## src/rtl/rgb_led_arb_pkg.sv

```systemverilog
// Shared types and helpers for the RGB LED arbiter.
// The rgb_t struct is sized at the default PWM width.
package rgb_led_arb_pkg;

    localparam int unsigned PwmBitsDef = 8;

    typedef enum logic [1:0] {
        StIdle,
        StShow,
        StGap
    } arb_state_e;

    typedef struct packed {
        logic [PwmBitsDef-1:0] r;
        logic [PwmBitsDef-1:0] g;
        logic [PwmBitsDef-1:0] b;
    } rgb_t;

    function automatic int unsigned hold_cyc(input int unsigned clk_hz,
                                             input int unsigned hold_ms);
        return clk_hz / 1000 * hold_ms;
    endfunction

    function automatic int unsigned blink_cyc(input int unsigned clk_hz,
                                              input int unsigned blink_ms);
        return clk_hz / 1000 * blink_ms;
    endfunction

endpackage

```

## src/rtl/rgb_led_arb_if.sv

```systemverilog
// Request/colour/grant bundle between status sources and the LED arbiter.
interface rgb_led_arb_if
    import rgb_led_arb_pkg::*;
#(
    parameter int unsigned NUM_REQ  = 4,
    parameter int unsigned PWM_BITS = PwmBitsDef
);

    logic [NUM_REQ-1:0]            req;
    logic [NUM_REQ*3*PWM_BITS-1:0] color;
    logic [NUM_REQ-1:0]            blink;
    logic [NUM_REQ-1:0]            grant;
    logic                          busy;

    modport master (output req, output color, output blink, input grant, input busy);
    modport slave  (input req, input color, input blink, output grant, output busy);

endinterface

```

## src/rtl/led_pwm.sv

```systemverilog
// PWM generator with blink/enable gating and registered active-low outputs.
// Optional gamma correction when RGB_LED_ARB_GAMMA_EN is defined.
module led_pwm
    import rgb_led_arb_pkg::*;
#(
    parameter int unsigned PWM_BITS = PwmBitsDef
) (
    input  logic                clk,
    input  logic                rst_n,
    input  logic                en_i,
    input  logic [PWM_BITS-1:0] duty_r_i,
    input  logic [PWM_BITS-1:0] duty_g_i,
    input  logic [PWM_BITS-1:0] duty_b_i,
    output logic                led_r_n_o,
    output logic                led_g_n_o,
    output logic                led_b_n_o
);

    logic [PWM_BITS-1:0] pc_q;
    logic [PWM_BITS-1:0] eff_r, eff_g, eff_b;

    function automatic logic [PWM_BITS-1:0] eff_duty(input logic [PWM_BITS-1:0] d);
`ifdef RGB_LED_ARB_GAMMA_EN
        logic [2*PWM_BITS-1:0] sq;
        sq = {{PWM_BITS{1'b0}}, d} * {{PWM_BITS{1'b0}}, d};
        return sq[2*PWM_BITS-1:PWM_BITS];
`else
        return d;
`endif
    endfunction

    always_comb begin
        eff_r = eff_duty(duty_r_i);
        eff_g = eff_duty(duty_g_i);
        eff_b = eff_duty(duty_b_i);
    end

    always_ff @(posedge clk or negedge rst_n) begin
        if (!rst_n) begin
            pc_q      <= '0;
            led_r_n_o <= 1'b1;
            led_g_n_o <= 1'b1;
            led_b_n_o <= 1'b1;
        end else begin
            pc_q      <= pc_q + 1'b1;
            led_r_n_o <= ~(en_i && (pc_q < eff_r));
            led_g_n_o <= ~(en_i && (pc_q < eff_g));
            led_b_n_o <= ~(en_i && (pc_q < eff_b));
        end
    end

endmodule

```

## src/rtl/rgb_led_arbiter.sv

```systemverilog
// Round-robin arbiter sharing one active-low RGB LED among NUM_REQ status sources.
// Define RGB_LED_ARB_GAMMA_EN for quadratic gamma on the PWM duty.
module rgb_led_arbiter
    import rgb_led_arb_pkg::*;
#(
    parameter int unsigned NUM_REQ  = 4,
    parameter int unsigned CLK_HZ   = 12000000,
    parameter int unsigned HOLD_MS  = 250,
    parameter int unsigned BLINK_MS = 250,
    parameter int unsigned PWM_BITS = PwmBitsDef
) (
    input  logic        clk,
    input  logic        rst_n,
    rgb_led_arb_if.slave bus,
    output logic        led_red_n,
    output logic        led_grn_n,
    output logic        led_blu_n
);

    localparam int unsigned HoldCyc  = hold_cyc(CLK_HZ, HOLD_MS);
    localparam int unsigned BlinkCyc = blink_cyc(CLK_HZ, BLINK_MS);
    localparam int unsigned HoldW    = $clog2(HoldCyc + 1);
    localparam int unsigned BlinkW   = $clog2(BlinkCyc + 1);
    localparam int unsigned IdxW     = $clog2(NUM_REQ);

    arb_state_e           state_q;
    logic [NUM_REQ-1:0]   grant_q;
    logic                 busy_q;
    logic                 phase_q;
    logic [IdxW-1:0]      gidx_q;
    logic [IdxW-1:0]      last_q;
    logic [HoldW-1:0]     hold_q;
    logic [BlinkW-1:0]    bcnt_q;

    logic [IdxW-1:0]      win_idx;
    logic [IdxW-1:0]      cidx;
    logic                 found;
    int unsigned          cand;
    logic                 others_pending;
    logic                 blink_sel;
    rgb_t                 sel_rgb;

    // Search starts just after the last released slot, so it is considered last.
    always_comb begin
        win_idx = '0;
        found   = 1'b0;
        cand    = 0;
        cidx    = '0;
        for (int unsigned off = 1; off <= NUM_REQ; off++) begin
            cand = (32'(last_q) + off) % NUM_REQ;
            cidx = IdxW'(cand);
            if (!found && bus.req[cidx]) begin
                found   = 1'b1;
                win_idx = cidx;
            end
        end
    end

    assign others_pending = |(bus.req & ~grant_q);
    assign blink_sel      = bus.blink[gidx_q];
    assign sel_rgb        = bus.color[32'(gidx_q)*3*PWM_BITS +: 3*PWM_BITS];

    always_ff @(posedge clk or negedge rst_n) begin
        if (!rst_n) begin
            state_q <= StIdle;
            grant_q <= '0;
            busy_q  <= 1'b0;
            phase_q <= 1'b0;
            gidx_q  <= '0;
            last_q  <= IdxW'(NUM_REQ - 1);
            hold_q  <= '0;
            bcnt_q  <= '0;
        end else begin
            case (state_q)
                StShow: begin
                    if (!bus.req[gidx_q] || (hold_q == '0 && others_pending)) begin
                        state_q <= StGap;
                        grant_q <= '0;
                        busy_q  <= 1'b0;
                        last_q  <= gidx_q;
                    end else begin
                        if (hold_q != '0) hold_q <= hold_q - 1'b1;
                        if (blink_sel) begin
                            if (bcnt_q == BlinkW'(BlinkCyc - 1)) begin
                                bcnt_q  <= '0;
                                phase_q <= ~phase_q;
                            end else begin
                                bcnt_q <= bcnt_q + 1'b1;
                            end
                        end
                    end
                end
                default: begin
                    // IDLE and GAP both start a new grant when anything is pending.
                    if (|bus.req) begin
                        state_q <= StShow;
                        grant_q <= NUM_REQ'(1) << win_idx;
                        gidx_q  <= win_idx;
                        busy_q  <= 1'b1;
                        hold_q  <= HoldW'(HoldCyc - 1);
                        bcnt_q  <= '0;
                        phase_q <= 1'b1;
                    end else begin
                        state_q <= StIdle;
                    end
                end
            endcase
        end
    end

    assign bus.grant = grant_q;
    assign bus.busy  = busy_q;

    led_pwm #(
        .PWM_BITS (PWM_BITS)
    ) u_led_pwm (
        .clk       (clk),
        .rst_n     (rst_n),
        .en_i      (busy_q & phase_q),
        .duty_r_i  (sel_rgb.r),
        .duty_g_i  (sel_rgb.g),
        .duty_b_i  (sel_rgb.b),
        .led_r_n_o (led_red_n),
        .led_g_n_o (led_grn_n),
        .led_b_n_o (led_blu_n)
    );

endmodule

```

## src/flat_wrapper.sv

```systemverilog
// flat-port wrapper written by rule: the top's interface ports become plain ports
module rgb_led_arbiter_flat import rgb_led_arb_pkg::*;
#(
    parameter int unsigned NUM_REQ  = 4,
    parameter int unsigned CLK_HZ   = 12000000,
    parameter int unsigned HOLD_MS  = 250,
    parameter int unsigned BLINK_MS = 250,
    parameter int unsigned PWM_BITS = PwmBitsDef
)
  (clk, rst_n, led_red_n, led_grn_n, led_blu_n, bus_req, bus_color, bus_blink, bus_grant, bus_busy);
  rgb_led_arb_if #(.NUM_REQ(NUM_REQ), .PWM_BITS(PWM_BITS)) bus_i ();
  input  logic clk;
  input  logic rst_n;
  output logic led_red_n;
  output logic led_grn_n;
  output logic led_blu_n;
  input wire logic [$bits(bus_i.req)-1:0] bus_req;
  input wire logic [$bits(bus_i.color)-1:0] bus_color;
  input wire logic [$bits(bus_i.blink)-1:0] bus_blink;
  output wire logic [$bits(bus_i.grant)-1:0] bus_grant;
  output wire logic [$bits(bus_i.busy)-1:0] bus_busy;
  assign bus_i.req = bus_req;
  assign bus_i.color = bus_color;
  assign bus_i.blink = bus_blink;
  assign bus_grant = bus_i.grant;
  assign bus_busy = bus_i.busy;
  rgb_led_arbiter #(.NUM_REQ(NUM_REQ), .CLK_HZ(CLK_HZ), .HOLD_MS(HOLD_MS), .BLINK_MS(BLINK_MS), .PWM_BITS(PWM_BITS)) u_core (.clk(clk), .rst_n(rst_n), .bus(bus_i), .led_red_n(led_red_n), .led_grn_n(led_grn_n), .led_blu_n(led_blu_n));
endmodule
```

## config.mk

```make
export PLATFORM = sky130hd
export DESIGN_NAME = rgb_led_arbiter_flat
export DESIGN_NICKNAME = d
export VERILOG_FILES = /design/src/rtl/rgb_led_arb_pkg.sv /design/src/rtl/rgb_led_arb_if.sv /design/src/rtl/led_pwm.sv /design/src/rtl/rgb_led_arbiter.sv /design/src/flat_wrapper.sv
export SDC_FILE = /design/constraint.sdc
export NUM_CORES = 1
export LEC_CHECK = 0
export BUFFER_PORTS_ARGS = -buffer_cell sky130_fd_sc_hd__buf_2
export CORE_MARGIN = 1
export CORE_UTILIZATION = 50
export DETAILED_ROUTE_END_ITERATION = 8
export PLACE_DENSITY = 0.75
export SLEW_MARGIN = 10
export SYNTH_ARGS = -nofsm -noshare
export SYNTH_HDL_FRONTEND = slang
export SYNTH_HIERARCHICAL = 1
export SYNTH_SLANG_ARGS = --single-unit
```

## constraint.sdc

```tcl
create_clock -name clk -period 2.85 [get_ports clk]
set_input_delay 0.1425 -clock clk [delete_from_list [all_inputs] [get_ports clk]]
set_output_delay 0.1425 -clock clk [all_outputs]
set_load 0.02 [all_outputs]
```

==> flow_summary.ini, run 1 <==
[flow_run]
drv_cap = 0

[detailed_routing]
vias = 4554
drt_pass1_iterations = 5
routedWlPerCell_um = 17.7
detail_route_antenna_nets = 0
drtIter0Drc = 244
drcViolationCount = 0
vias_per_cell = 6.16
detail_route.wirelength_um = 13100

[worst_hold_path]
min-delay-path-class = input pin to register
hp-start = bus_req[2]

[critical_path]
cp_slowest_cell = sky130_fd_sc_hd__or4b_1
timing.critical_path.fanout_max = 16
max_stage_delay_ns = 0.56
critical_path.n_buffers_inverters = 1
crit_path_cells = inv_1 > ha_1 > or4b_1 > nor3_4 > a21oi_2 > a311o_1 > o41a_1
arrival_ns = 2.84
startpoint_type_of_the_worst_setup_path = register
endpoint_kind = register
critPathLaunch = u_core/hold_q[0]
critical-path-top-delay-family = simple AND/OR/NAND/NOR gates
critical_path_class = register to register
crit-reg2reg-launch = u_core/hold_q[0]
worst_ep_required_time_ns = 3.07

[placed_design]
place_ws_ns = 0.263
post-dp-hpwl_um = 9860
place_congestion = 0.922
io_buffers = 113

[timing]
fin_skew_ns = 0.00926
final_period_minus_worst_setup_slack_ns = 2.62
timing_hold_violations_final = 0
timing.fmax_mhz = 381
setup_slack_ns = 0.227
max_slew.worst_pin.slew_ns = 0.751
relSlewSlack = 0.499
fin_crit_sh = 0.920
totalNegativeSetupSlack_ns = 0
grt_setup_unrepaired = false
slew_violations = 0
finalSetupViolCount = 0

[clocking]
clockRootBuffer = sky130_fd_sc_hd__clkbuf_8
cts_max_level = 3
tritoncts = done
path_clk_slew_ns = 0.07
postCtsSetupRepairBufs = 0
cts_hold_buffers = 1
clock_latency_ns = 0.34
numClockSinks = 67
clockBufferDepth = 2
postCtsResizedCells = 0
tritoncts.num_buffers = 9

[synthesis]
post-synth-top-area-cell = sky130_fd_sc_hd__dfrtp_1
synth-seq-cells = 67
synth_top_cell_area_share = 0.315
synth-main-ff-cell = sky130_fd_sc_hd__dfrtp_1
synthMostInstantiatedCell = sky130_fd_sc_hd__dfrtp_1
synth_fp_nets = 624
yosys-top-cells-count = sky130_fd_sc_hd__dfrtp_1 (62), sky130_fd_sc_hd__inv_1 (34), sky130_fd_sc_hd__nand2_1 (32)
synth_edf_count = 0
avg_cell_area_syn_um2 = 9.98
yosys_warnings = 6
async_reset_ff_frac = 1.00
synth_cells = 494
synth_top_cells_by_area = sky130_fd_sc_hd__dfrtp_1 (31%), sky130_fd_sc_hd__mux4_2 (12%), sky130_fd_sc_hd__ha_1 (6.1%)
synthesis.area_um2 = 4930
seq_area_frac_synth = 0.341
yosys.cell_types.count = 66

[floorplanning]
die_w_um = 101
fp.dieH_um = 101
placement_rows = 35
core_area_um2 = 9420
floorplan.initialDensity = 0.524
die_area_um2 = 10300
io_pins = 114

[power_and_ir_drop]
vdd_ir_drop_max_uv = 550
powerDensity_nw_per_um2 = 760
total_leakage_power_nw = 2.55

[cells_and_area]
fillCellCount = 782
multiInputGateArea_um2 = 2990
layout.area.seq_um2 = 1680
finalNetCount = 735
num_antenna_cells = 0
areaGrowthSynthToFinish_pct = 20.2
drive_above_1_share = 0.307

[global_route]
grt_start_max_net_pins = 37
grt_pass1_wl_um = 22000
globalRouteOverflowTotal = 0
via_count_of_the_first_global_routing_pass = 4517
grt_antenna_before_repair = 0
grt_usage = 0.275

[run_status]
result_of_the_run = completed
==> flip-flops by register name (all words and copies together) (netlist names), 2 cells and up <==
name	count
u_core/gidx_q	2
u_core/bus.grant	4
u_core/state_q	2
u_core/u_led_pwm/pc_q	8
u_core/last_q	2
u_core/hold_q	22
u_core/bcnt_q	22
==> logic make-up (layout without fill, tap and decap cells) <==
family / after synthesis / count (layout) / synth area share
mux: 41 / 41 / 0.152
flops: 67 / 67 / 0.341
compound gates: 104 / 104 / 0.154
simple gates: 184 / 184 / 0.216
buf+inv: 61 / 177 / 0.0533
xor+xnor: 13 / 13 / 0.0231
fa+ha+maj: 24 / 24 / 0.0609
==> area by class of cell <==
| class | instances | area share |
|---|---|---|
| clock buffer | 12 | 0.0279 |
| tap | 129 | 0.0272 |
| sequential | 67 | 0.284 |
| timing repair buffer | 127 | 0.120 |
| multi-input combinational | 366 | 0.504 |
| clock inverter | 4 | 0.0160 |
| inverter | 34 | 0.0215 |
==> routing by layer <==
metal,share of wire,track usage
met4,0.017,0.0925
met3,0.062,0.0663
met1,0.43,0.365
met2,0.49,0.444
met5,0,0
==> worst register-to-register path, delay by kind of cell (launching register included) <==
kind	cells	cell delay, ns
simple gates	2	0.92
fa+ha+maj	1	0.30
compound gates	3	0.78
buf+inv	1	0.08
flops	1	0.43
==> metrics by stage <==
stage / hold slack [ns] / cell area [um2] / power (mW) / cells / utilization
2_1_floorplan: -0.153 / 4930 / 2.90 / 494 / -
3_3_place_gp: 0.246 / 5660 / 3.39 / 722 / 0.601
3_5_place_dp: 0.257 / 5660 / 3.49 / 722 / 0.601
4_1_cts: 0.189 / 5930 / 4.52 / 739 / 0.630
5_1_grt: 0.197 / 5930 / 4.80 / 739 / 0.630
6_report: 0.205 / 5930 / 4.51 / 739 / 0.630
==> layout by cell type (no fill, tap or decap), types with 4 or more instances in the layout <==
master	n
sky130_fd_sc_hd__a21oi_1	8
sky130_fd_sc_hd__mux4_2	26
sky130_fd_sc_hd__nor2_1	28
sky130_fd_sc_hd__buf_2	113
sky130_fd_sc_hd__o2111ai_1	4
sky130_fd_sc_hd__o211ai_1	5
sky130_fd_sc_hd__xnor2_1	11
sky130_fd_sc_hd__dfrtp_1	62
sky130_fd_sc_hd__nor4_1	8
sky130_fd_sc_hd__nand2_1	32
sky130_fd_sc_hd__nor3_1	9
sky130_fd_sc_hd__ha_1	24
sky130_fd_sc_hd__dfstp_2	5
sky130_fd_sc_hd__o31ai_1	5
sky130_fd_sc_hd__nand4_1	21
sky130_fd_sc_hd__or4_1	6
sky130_fd_sc_hd__nand2b_1	10
sky130_fd_sc_hd__and4_1	6
sky130_fd_sc_hd__mux2i_1	12
sky130_fd_sc_hd__buf_4	10
sky130_fd_sc_hd__o21ai_0	17
sky130_fd_sc_hd__clkbuf_8	12
sky130_fd_sc_hd__a211oi_1	23
sky130_fd_sc_hd__inv_1	34
sky130_fd_sc_hd__and2_1	8
sky130_fd_sc_hd__nand3_1	20
sky130_fd_sc_hd__nand4b_1	6
sky130_fd_sc_hd__a31oi_1	5
sky130_fd_sc_hd__or3_1	7
sky130_fd_sc_hd__a311oi_1	4
sky130_fd_sc_hd__a21o_1	5
sky130_fd_sc_hd__o22ai_1	4
==> power breakdown <==
part / total [mW] / internal (mW) / switching, mW
combinational: 2.27 / 1.00 / 1.27
clock: 1.01 / 0.652 / 0.356
sequential: 1.23 / 1.11 / 0.121
total: 4.51 / 2.76 / 1.75
==> final timing paths <==
kind,to,cells past startpoint,slack [ns]
setup / recovery,u_core/hold_q[15],7,0.23
max in group asynchronous,u_core/last_q[1],3,1.72
hold reg to reg,u_core/bcnt_q[21],1,0.49
min in group asynchronous,u_core/u_led_pwm/pc_q[7],2,0.40
hold / removal,u_core/state_q[0],3,0.21
setup reg to reg,u_core/hold_q[15],7,0.23
No activity file was read; power rests on OpenSTA's default activity.
==> run 2: changes to the inputs <==
- BUFFER_PORTS_ARGS: -buffer_cell sky130_fd_sc_hd__buf_2 -> not set
- DONT_BUFFER_PORTS: not set -> 1
- PLACE_DENSITY: 0.75 -> 0.65
==> flow_summary.ini, run 2 (synthesis gave the netlist of run 1 again) <==
[placed_design]
post-dp-hpwl_um = 8940
place_congestion = 0.950
io_buffers = 0

[cells_and_area]
finalNetCount = 626
drive_above_1_share = 0.156
final_common_cell = sky130_fd_sc_hd__dfrtp_1
reg_top3 = u_core/bcnt_q: 22 flops, u_core/hold_q: 22 flops, u_core/u_led_pwm/pc_q: 8 flops
final_core_util = 0.569
layout_common_cells = sky130_fd_sc_hd__dfrtp_1 (62), sky130_fd_sc_hd__inv_1 (34), sky130_fd_sc_hd__nand2_1 (32)
areaGrowthSynthToFinish_pct = 8.57

[power_and_ir_drop]
total_leakage_power_nw = 2.10
vdd_ir_drop_max_uv = 586
total_power_mw = 4.26
powerDensity_nw_per_um2 = 796

[clocking]
cts_max_level = 3
postCtsSetupRepairBufs = 0
postCtsResizedCells = 0
path_clk_slew_ns = 0.08
clock_latency_ns = 0.35
clockBufferDepth = 2
tritoncts = done
cts_hold_buffers = 2
tritoncts.num_buffers = 9
clockRootBuffer = sky130_fd_sc_hd__clkbuf_8
numClockSinks = 67

[timing]
max_slew.worst_pin.slew_ns = 0.713
relSlewSlack = 0.525
timing_hold_violations_final = 0
slew_violations = 0
totalNegativeSetupSlack_ns = 0
holdWs_ns = 0.0234
grt_setup_unrepaired = false
final_period_minus_worst_setup_slack_ns = 2.51
finalSetupViolCount = 0
timing.fmax_mhz = 399
fin_skew_ns = 0.0135
fin_crit_sh = 0.880

[detailed_routing]
detail_route.wirelength_um = 11900
detail_route_antenna_nets = 0
vias = 4020
drt_pass1_iterations = 5
drtIter0Drc = 184
vias_per_cell = 6.37
drcViolationCount = 0
routedWlPerCell_um = 18.9

[worst_hold_path]
min-delay-path-class = input pin to register
holdPathStages = 2
min_to = u_core/state_q[0]
hp-start = bus_req[2]

[global_route]
grt_start_max_net_pins = 68
via_count_of_the_first_global_routing_pass = 4087
grt_usage = 0.253
grt_antenna_before_repair = 0
globalRouteOverflowTotal = 0
grt_pass1_wl_um = 20100

[critical_path]
r2r-end = u_core/bcnt_q[12]
endpoint_kind = register
r2r.worst_path.cells = 8
rrSetupSlack_ns = 0.34
startpoint_type_of_the_worst_setup_path = register
timing.critical_path.fanout_max = 10
worst_ep_required_time_ns = 3.12
crit-reg2reg-launch = u_core/hold_q[0]
critical_path_class = register to register
arrival_ns = 2.77

[floorplanning]
core_area_um2 = 9420
placement_rows = 35
fp.dieH_um = 101
die_w_um = 101
die_area_um2 = 10300
io_pins = 114
floorplan.initialDensity = 0.524

[run_status]
result_of_the_run = completed

[flow_run]
drv_cap = 0
[run 2: final cells by class]
type / instances / area, um2
Inverter: 34 / 128
Antenna cell: 1 / 2.50
Timing Repair Buffer: 18 / 170
Fill cell: 847 / 4060
Tap cell: 129 / 161
Multi-Input combinational cell: 366 / 2990
Sequential cell: 67 / 1680
Clock buffer: 9 / 124
Clock inverter: 7 / 100
[run 2: stage by stage]
stage,setup slack [ns],cell area (um2),cells
finish,0.342,5360,631
detailed placement,0.362,5090,612
global route,0.126,5350,630
floorplan,0.517,4930,494
global placement,0.415,5090,612
CTS,0.350,5350,630
[run 2: worst max-delay path by stage]
| stage | start | slack (ns) | to |
|---|---|---|---|
| after global placement | u_core/hold_q[0] | 0.42 | u_core/phase_q |
| after detailed placement | u_core/hold_q[0] | 0.36 | u_core/bcnt_q[12] |
| final | u_core/hold_q[0] | 0.34 | u_core/bcnt_q[12] |
| after global routing | u_core/hold_q[0] | 0.13 | u_core/bcnt_q[12] |
| after floorplan | u_core/hold_q[0] | 0.52 | u_core/last_q[0] |
| after CTS | u_core/hold_q[0] | 0.35 | u_core/bcnt_q[12] |
[run 2: where the power goes]
part	total, mW	internal (mW)	switching [mW]
Combinational	2.07	0.933	1.14
Sequential	1.30	1.11	0.188
Clock	0.894	0.497	0.398
[run 2: layer usage]
layer,share of wire,up-vias,global-route usage,routed length (um)
li1,-,1915,-,-
met2,0.48,85,0.413,5710
met5,0,-,0,0
met3,0.044,10,0.0580,522
met1,0.47,2010,0.343,5640
met4,0.0060,0,0.0613,72
[run 2: critical path, cell delays in order, from the launching register on]
cell	delay, ns
sky130_fd_sc_hd__dfrtp_1	0.44
sky130_fd_sc_hd__inv_1	0.08
sky130_fd_sc_hd__ha_1	0.16
sky130_fd_sc_hd__or4b_1	0.52
sky130_fd_sc_hd__nor4_2	0.27
sky130_fd_sc_hd__and4_1	0.47
sky130_fd_sc_hd__buf_4	0.25
sky130_fd_sc_hd__a211oi_1	0.06
sky130_fd_sc_hd__o22ai_1	0.18
==> run 3: changes to the inputs <==
- CORE_MARGIN: 1 -> 5
- SYNTH_HIERARCHICAL: 1 -> not set
==> flow_summary.ini, run 3 <==
[run_status]
result_of_the_run = completed

[cells_and_area]
drive_above_1_share = 0.163
multiInputGateArea_um2 = 2720
areaGrowthSynthToFinish_pct = 8.00
layout.area.seq_um2 = 1680
layout_common_cells = sky130_fd_sc_hd__dfrtp_1 (61), sky130_fd_sc_hd__inv_1 (36), sky130_fd_sc_hd__nor2_1 (28)
reg_top3 = u_core.bcnt_q: 22 flops, u_core.hold_q: 22 flops, u_core.u_led_pwm.pc_q: 8 flops
finalNetCount = 597
final_common_cell = sky130_fd_sc_hd__dfrtp_1
fillCellCount = 802
num_antenna_cells = 0

[clocking]
clockRootBuffer = sky130_fd_sc_hd__clkbuf_8
tritoncts.num_buffers = 9
postCtsResizedCells = 0
clock_latency_ns = 0.34
path_clk_slew_ns = 0.08
postCtsSetupRepairBufs = 0
tritoncts = done
cts_hold_buffers = 2
clockBufferDepth = 2
cts_max_level = 3
numClockSinks = 67

[synthesis]
synth_top_cell_area_share = 0.334
avg_cell_area_syn_um2 = 9.95
synth_top_cells_by_area = sky130_fd_sc_hd__dfrtp_1 (33%), sky130_fd_sc_hd__mux4_2 (13%), sky130_fd_sc_hd__ha_1 (6.5%)
yosys_warnings = 0
async_reset_ff_frac = 1.00
synthMostInstantiatedCell = sky130_fd_sc_hd__dfrtp_1
synthesis.area_um2 = 4650
seq_area_frac_synth = 0.362
synth_fp_nets = 597
synth_cells = 467
yosys.cell_types.count = 56
post-synth-top-area-cell = sky130_fd_sc_hd__dfrtp_1
synth_edf_count = 0
yosys-top-cells-count = sky130_fd_sc_hd__dfrtp_1 (62), sky130_fd_sc_hd__inv_1 (36), sky130_fd_sc_hd__nor2_1 (28)
synth-seq-cells = 67
synth-main-ff-cell = sky130_fd_sc_hd__dfrtp_1

[floorplanning]
die_w_um = 106
die_area_um2 = 11300
io_pins = 114
core_area_um2 = 9150
floorplan.initialDensity = 0.508
fp.dieH_um = 106
placement_rows = 35

[timing]
fin_skew_ns = 0.0117
max_slew.worst_pin.slew_ns = 0.699
fin_crit_sh = 0.874
grt_setup_unrepaired = false
relSlewSlack = 0.530
slew_violations = 0
timing.fmax_mhz = 402
timing_hold_violations_final = 0
totalNegativeSetupSlack_ns = 0
finalSetupViolCount = 0
setup_slack_ns = 0.360
final_period_minus_worst_setup_slack_ns = 2.49

[detailed_routing]
routedWlPerCell_um = 19.6
drtIter0Drc = 168
drt_pass1_iterations = 5
detail_route_antenna_nets = 0
detail_route.wirelength_um = 11400
vias_per_cell = 6.45
drcViolationCount = 0
vias = 3760

[worst_hold_path]
hp-start = bus_req[2]
min-delay-path-class = input pin to register

[critical_path]
worst_ep_required_time_ns = 3.07
arrival_ns = 2.71
cp-endpoint = u_core.bcnt_q[8]
max_stage_delay_ns = 0.54
cp_slowest_cell = sky130_fd_sc_hd__or4_4
r2r-end = u_core.bcnt_q[8]
timing.critical_path.fanout_max = 9
startpoint_type_of_the_worst_setup_path = register
crit_path_cells = or4_4 > or3_1 > o311a_1 > and2_4 > a22o_1
critical_path_class = register to register
r2r.worst_path.cells = 5
rrSetupSlack_ns = 0.36
endpoint_kind = register
critPathLaunch = u_core.hold_q[6]
crit-reg2reg-launch = u_core.hold_q[6]

[placed_design]
place_congestion = 0.825
io_buffers = 0
place_ws_ns = 0.385
post-dp-hpwl_um = 8600

[power_and_ir_drop]
clock_power_share = 0.209
internal_power_mw = 2.43
sw_power_mw = 1.58
power_switching_share = 0.393
share_seq_of_total_power = 0.319
total_leakage_power_nw = 1.97
powerDensity_nw_per_um2 = 798
vdd_ir_drop_max_uv = 571
share_comb_of_total_power = 0.473

[flow_run]
drv_cap = 0

[global_route]
globalRouteOverflowTotal = 0
grt_pass1_wl_um = 18900
via_count_of_the_first_global_routing_pass = 3764
grt_antenna_before_repair = 0
grt_usage = 0.208
grt_start_max_net_pins = 68
==> run 3: cell count changes after synthesis, sizes merged, moves of 7 or more <==
cell | before | now
or3 | 7 | 16
mux2i | 12 | 2
nand2 | 32 | 21
xnor2 | 11 | 4
o31ai | 5 | 16
a211oi | 23 | 16
==> run 3: per-stage QoR <==
| stage | cells | cell area (um2) | util | hold WS (ns) | power [mW] |
|---|---|---|---|---|---|
| finish | 583 | 5020 | 0.548 | 0.0788 | 4.01 |
| CTS | 583 | 5020 | 0.548 | 0.0633 | 4.04 |
| floorplan | 467 | 4650 | - | -0.153 | 2.77 |
| detailed placement | 565 | 4770 | 0.521 | -0.148 | 3.17 |
| global route | 583 | 5020 | 0.548 | 0.0808 | 4.30 |
| global placement | 565 | 4770 | 0.521 | -0.149 | 3.10 |
==> run 3: cells by family (layout without fill, tap and decap cells) <==
family | Yosys count | in the layout | synth area share
muxes | 32 | 32 | 0.140
and+or+nand+nor | 163 | 163 | 0.195
AOI/OAI and AO/OA | 112 | 112 | 0.167
xor gates and xnor gates | 10 | 10 | 0.0188
adders and majority gates | 24 | 24 | 0.0646
DFF | 67 | 67 | 0.362
buffers and inverters | 59 | 64 | 0.0520
==> run 3: worst min path at each step <==
stage	to	slack, ns	depth (start not counted)
floorplan	u_core.bcnt_q[0]	-0.15	0
global placement	u_core.u_led_pwm.pc_q[7]	-0.15	0
detailed placement	u_core.u_led_pwm.pc_q[7]	-0.15	0
CTS	u_core.state_q[0]	0.06	2
global route	u_core.state_q[0]	0.08	2
finish	u_core.state_q[0]	0.08	2
==> run 3: power groups by stage <==
| stage | Sequential, mW | Combinational [mW] | Clock, mW |
|---|---|---|---|
| after floorplan | 1.24 | 1.53 | 0 |
| after global placement | 1.30 | 1.80 | 0 |
| after detailed placement | 1.30 | 1.87 | 0 |
| after CTS | 1.28 | 1.90 | 0.855 |
| after global routing | 1.30 | 2.10 | 0.895 |
| final | 1.28 | 1.89 | 0.837 |
==> run 3: layout make-up <==
cell class	instances	area share
clock inverter	5	0.0122
sequential	67	0.336
inverter	36	0.0269
multi-input combinational	341	0.543
tap	111	0.0277
timing repair buffer	12	0.0249
clock buffer	11	0.0302
==> run 3: layer usage <==
metal / global-route usage / vias up / share of wire
met5: 0 / - / 0
met4: 0.0342 / 0 / 0.0054
met3: 0.0498 / 6 / 0.045
met2: 0.350 / 70 / 0.51
met1: 0.278 / 1897 / 0.44
li1: - / 1787 / -
==> run 3: critical path: cells and delay by family (launching register included) <==
family	cells	cell delay, ns
flops	1	0.43
compound gates	2	0.68
simple gates	3	1.25
